--- src/rtl/risc_pkg.sv ---
// Shared definitions for the multicycle RISC datapath: branch encodings,
// result-stage FSM states, flag register bit positions and default widths.
package risc_pkg;

    localparam int DEF_DATA_W = 16;
    localparam int DEF_REG_AW = 3;

    // Position of each ALU status flag inside the {Z,N,C,V} flag register
    localparam int FLAG_Z = 3;
    localparam int FLAG_N = 2;
    localparam int FLAG_C = 1;
    localparam int FLAG_V = 0;

    typedef enum logic [1:0] {
        BR_NONE = 2'b00,
        BR_EQ   = 2'b01,
        BR_NE   = 2'b10,
        BR_LT   = 2'b11
    } branch_t;

    typedef enum logic [1:0] {
        ST_IDLE = 2'b00,
        ST_WB   = 2'b01,
        ST_BR   = 2'b10
    } state_t;

endpackage

--- src/rtl/branch_cond.sv ---
// Combinational branch condition evaluator. Works from the raw ALU flags of
// the instruction being captured, not from the stored flag register.
module branch_cond
    import risc_pkg::*;
(
    input  logic [1:0] branch_type,
    input  logic       z,
    input  logic       n,
    input  logic       v,
    output logic       taken
);

    // Decode the branch type into a taken/not-taken decision
    always_comb begin
        taken = 1'b0;
        case (branch_type)
            BR_EQ:   taken = z;
            BR_NE:   taken = ~z;
            BR_LT:   taken = n ^ v;
            default: taken = 1'b0;
        endcase
    end

endmodule

--- src/rtl/alu_result_stage.sv ---
// Execute/writeback boundary stage: captures the ALU result and flags,
// hands the result to the register file over a valid/ready handshake and
// issues a one-cycle PC-load pulse for resolved conditional branches.
module alu_result_stage
    import risc_pkg::*;
#(
    parameter int DATA_W = DEF_DATA_W,
    parameter int REG_AW = DEF_REG_AW
) (
    input  logic              clk,
    input  logic              rst_n,
    input  logic              alu_valid,
    output logic              in_ready,
    input  logic [DATA_W-1:0] alu_result,
    input  logic              alu_zero,
    input  logic              alu_neg,
    input  logic              alu_carry,
    input  logic              alu_ovf,
    input  logic              flag_we,
    input  logic              reg_write,
    input  logic [REG_AW-1:0] dest_reg,
    input  logic [1:0]        branch_type,
    input  logic [DATA_W-1:0] branch_target,
    output logic [DATA_W-1:0] alu_out,
    output logic [3:0]        flags,
    output logic              wb_valid,
    input  logic              wb_ready,
    output logic [REG_AW-1:0] wb_addr,
    output logic [DATA_W-1:0] wb_data,
    output logic              pc_load,
    output logic [DATA_W-1:0] pc_next,
    output logic              branch_done,
    output logic              overrun
);

    state_t            state_q;
    state_t            state_d;
    logic [DATA_W-1:0] alu_out_q;
    logic [3:0]        flags_q;
    logic [DATA_W-1:0] pc_next_q;
    logic [REG_AW-1:0] wb_addr_q;
    logic              taken_q;
    logic              pend_br_q;
    logic              overrun_q;
    logic              cond_taken;
    logic              capture;

    branch_cond u_branch_cond (
        .branch_type (branch_type),
        .z           (alu_zero),
        .n           (alu_neg),
        .v           (alu_ovf),
        .taken       (cond_taken)
    );

    assign capture = (state_q == ST_IDLE) && alu_valid;

    // State register; reset abandons any pending write or branch
    always_ff @(posedge clk or negedge rst_n) begin
        if (!rst_n) begin
            state_q <= ST_IDLE;
        end else begin
            state_q <= state_d;
        end
    end

    // Next state: writeback first, then branch, then back to IDLE
    always_comb begin
        state_d = state_q;
        case (state_q)
            ST_IDLE: begin
                if (alu_valid) begin
                    if (reg_write) begin
                        state_d = ST_WB;
                    end else if (branch_type != BR_NONE) begin
                        state_d = ST_BR;
                    end else begin
                        state_d = ST_IDLE;
                    end
                end
            end
            ST_WB: begin
                if (wb_ready) begin
                    state_d = pend_br_q ? ST_BR : ST_IDLE;
                end
            end
            ST_BR:   state_d = ST_IDLE;
            default: state_d = ST_IDLE;
        endcase
    end

    // Capture registers load only in IDLE; a result offered while busy only raises overrun
    always_ff @(posedge clk or negedge rst_n) begin
        if (!rst_n) begin
            alu_out_q <= '0;
            flags_q   <= '0;
            pc_next_q <= '0;
            wb_addr_q <= '0;
            taken_q   <= 1'b0;
            pend_br_q <= 1'b0;
            overrun_q <= 1'b0;
        end else begin
            if (capture) begin
                alu_out_q <= alu_result;
                wb_addr_q <= dest_reg;
                pc_next_q <= branch_target;
                taken_q   <= cond_taken;
                pend_br_q <= (branch_type != BR_NONE);
                if (flag_we) begin
                    flags_q[FLAG_Z] <= alu_zero;
                    flags_q[FLAG_N] <= alu_neg;
                    flags_q[FLAG_C] <= alu_carry;
                    flags_q[FLAG_V] <= alu_ovf;
                end
            end
            if (alu_valid && (state_q != ST_IDLE)) begin
                overrun_q <= 1'b1;
            end
        end
    end

    assign in_ready    = (state_q == ST_IDLE);
    assign wb_valid    = (state_q == ST_WB);
    assign branch_done = (state_q == ST_BR);
    assign pc_load     = (state_q == ST_BR) && taken_q;
    assign alu_out     = alu_out_q;
    assign wb_data     = alu_out_q;
    assign wb_addr     = wb_addr_q;
    assign flags       = flags_q;
    assign pc_next     = pc_next_q;
    assign overrun     = overrun_q;

endmodule

--- config.mk ---
export PLATFORM = sky130hd
export DESIGN_NAME = alu_result_stage
export DESIGN_NICKNAME = d
export VERILOG_FILES = /design/src/rtl/risc_pkg.sv /design/src/rtl/branch_cond.sv /design/src/rtl/alu_result_stage.sv
export SDC_FILE = /design/constraint.sdc
export NUM_CORES = 1
export LEC_CHECK = 0
export BUFFER_PORTS_ARGS = -buffer_cell sky130_fd_sc_hd__buf_2
export CAP_MARGIN = 15
export CORE_ASPECT_RATIO = 1.4
export CORE_MARGIN = 2
export CORE_UTILIZATION = 40
export CTS_CLUSTER_SIZE = 16
export DETAILED_ROUTE_END_ITERATION = 6
export PLACE_DENSITY = 0.83
export SLEW_MARGIN = 20
export SYNTH_ARGS = -nofsm -noshare
export SYNTH_HDL_FRONTEND = slang
export SYNTH_SLANG_ARGS = --single-unit
--- constraint.sdc ---
create_clock -name clk -period 1.75 [get_ports clk]
set_input_delay 0.0875 -clock clk [delete_from_list [all_inputs] [get_ports clk]]
set_output_delay 0.0875 -clock clk [all_outputs]
set_load 0.02 [all_outputs]
==> flow_summary.ini <==
[floorplanning]
rows = 29
die_w_um = 61.31
core-area_um2 = 4463
ios = 107
start_util_pct = 41.21
die_h_um = 84.24
dieArea_um2 = 5164

[layout]
diodes = 0
fillers = 393
layout.cells.non_filler = 282
syn_to_final_growth_pct = 30.95
nNetsFinal = 266
drive_gt1_share_pct = 70.45

[power_and_ir_drop]
p_leak_uw = 0.001196
max-vdd-ir-drop_v = 0.0008021
p_per_area_nw_per_um2 = 1461

[worst_setup_path]
start_kind = flop
cp-end-kind = flop
arrival_ps = 1660
cp_max_fo = 21
r2r_cells = 4
path_class = flop to flop
rrSetupSlack_ps = 280
critPathRequiredTime_ps = 1940

[routing]
vias = 1272
dr.pass1.iters = 3
drt_iter0_drc = 16
routed_via_density = 4.511
wl_um = 3558
wl_per_cell_um = 12.62
post-route-drc-count = 0
ant_nets = 0

[sta]
max_freq_mhz = 679.8
rsz0062_at_grt = no
period_share_pct = 84.05
setup_violations = 0
skew_ps = 9.794
setup-tns-final_ps = 0
maxSlewHeadroom_pct = 64.64
tightestPinTransition_ps = 530.3
hold_viol_final = 0
period_needed_ps = 1471
maxSlewViolCount = 0

[global_routing]
overflow = 0
grt_max_degree = 45
grt_pass1_wl_um = 5513
antenna_found_initial = 0
grt_util_all_layers_pct = 14.68
grt_pass1_vias = 1258

[clock_tree]
tritoncts = done
cts_hold_buf = 1
numCtsBuffers = 5
clock_path_buffers = 2
postCtsSetupBuffers = 0
htree_levels = 2
clock_latency_ps = 300
clkSlewWorstSetupHoldPaths_ps = 80
cts.repair.resized = 0
cts.root.buffer_cell = clkbuf_8
cts.sinks = 44

[placed_design]
port_buffers = 106
placedCellCount = 273
gp_congestion = 0.7048
hpwl_um = 2762

[yosys]
netlist_instances = 122
synth.cell_area_um2 = 1839
seq_area_frac_synth_pct = 59.86
synth_cell_type_count = 19
synthesis.nets = 169
yosys_warnings = 0
syn_avg_cell_area_um2 = 15.08
ys_ff_latch = 44

[outcome]
status = completed

[run]
maxCapViolCount = 0

[hold_path]
hold_class = input port to flop
holdPathStages = 2
## area by class of cell
class	instances	area (µm²)	area share (%)
clock inverters	1	7.507	0.3117
well taps	62	77.57	3.221
repair buffers	110	563.0	23.38
flip-flops and latches	44	1101	45.71
clock buffers	7	86.33	3.584
multi-input cells	57	569.3	23.64
inverters	1	3.754	0.1558
## cells in the mapped netlist
cell | n | area share, %
o21ai_0 | 1 | 0.27
xnor2_1 | 1 | 0.48
nor2_1 | 4 | 0.82
dfrtp_1 | 44 | 60
and2_1 | 1 | 0.34
mux2_2 | 37 | 23
nand2_2 | 1 | 0.34
mux2i_1 | 1 | 0.54
a22o_1 | 1 | 0.48
mux2_1 | 3 | 1.8
inv_1 | 1 | 0.20
nor3b_4 | 1 | 1.0
a32o_1 | 1 | 0.54
buf_6 | 4 | 2.4
a21oi_1 | 1 | 0.27
nand2b_1 | 1 | 0.34
nor2b_1 | 2 | 0.68
buf_4 | 16 | 6.5
a31oi_1 | 1 | 0.34
## metal layers
metal  global-route usage [%]  routed length, µm
met1                    14.66               1250
met5                        0                  0
met4                    7.708                 65
met2                    25.82               1994
met3                    4.468                248
## critical path: stages, from the launching register on
cell     delay (ps)
dfrtp_1         440
nor3b_4         220
buf_4           290
nand2_2         130
mux2_2          280
## through the flow
stage | power, µW | util, % | cell area, µm² | worst slack, ps | hold slack, ps
CTS | 3579 | 53.97 | 2409 | 260.5 | 3.439
finish | 3520 | 53.97 | 2409 | 279.1 | 15.51
detailed placement | 2923 | 51.64 | 2305 | 261.3 | 195.3
floorplan | 2545 | - | 1839 | 373.0 | -208.1
global placement | 2883 | 51.64 | 2305 | 320.7 | 189.0
global route | 3741 | 53.97 | 2409 | 152.8 | 0.8204
## sequential cells by signal, summed over array words and instances (netlist names)
name and cells:
taken_q 1, flags 4, pend_br_q 1, wb_addr 3, overrun 1, pc_next 16
alu_out 16, state_q 2
## path summary, 6_finish.rpt
check                                from          end
max                            state_q[1]     flags[0]
min                        alu_result[14]  alu_out[14]
max reg2reg                    state_q[1]     flags[0]
min reg2reg                       overrun      overrun
max in group asynchronous           rst_n   alu_out[8]
min in group asynchronous           rst_n   wb_addr[2]
## logic make-up after synthesis
family | count (synthesis) | share of synthesized area, %
muxes | 41 | 25.03
DFF | 44 | 59.86
buffers and inverters | 21 | 9.184
xor gates and xnor gates | 1 | 0.4763
AOI/OAI and AO/OA | 5 | 1.905
and+or+nand+nor | 10 | 3.538
## power by group
group / internal, µW / switching (µW) / leakage [µW] / total [µW]
Clock: 320 / 322 / 0.0000445 / 642
Combinational: 575 / 829 / 0.000639 / 1400
Sequential: 1310 / 166 / 0.000512 / 1470
Total: 2200 / 1320 / 0.00120 / 3520
## cell usage in the layout (no fill, tap or decap), drive strengths merged, types with 2 or more instances in the layout
cell,Yosys,layout
buf,20,109
clkbuf,0,7
dfrtp,44,44
mux2,40,40
nor2,4,4
nor2b,2,2
Note: power is estimated with default switching activity, not from simulation.
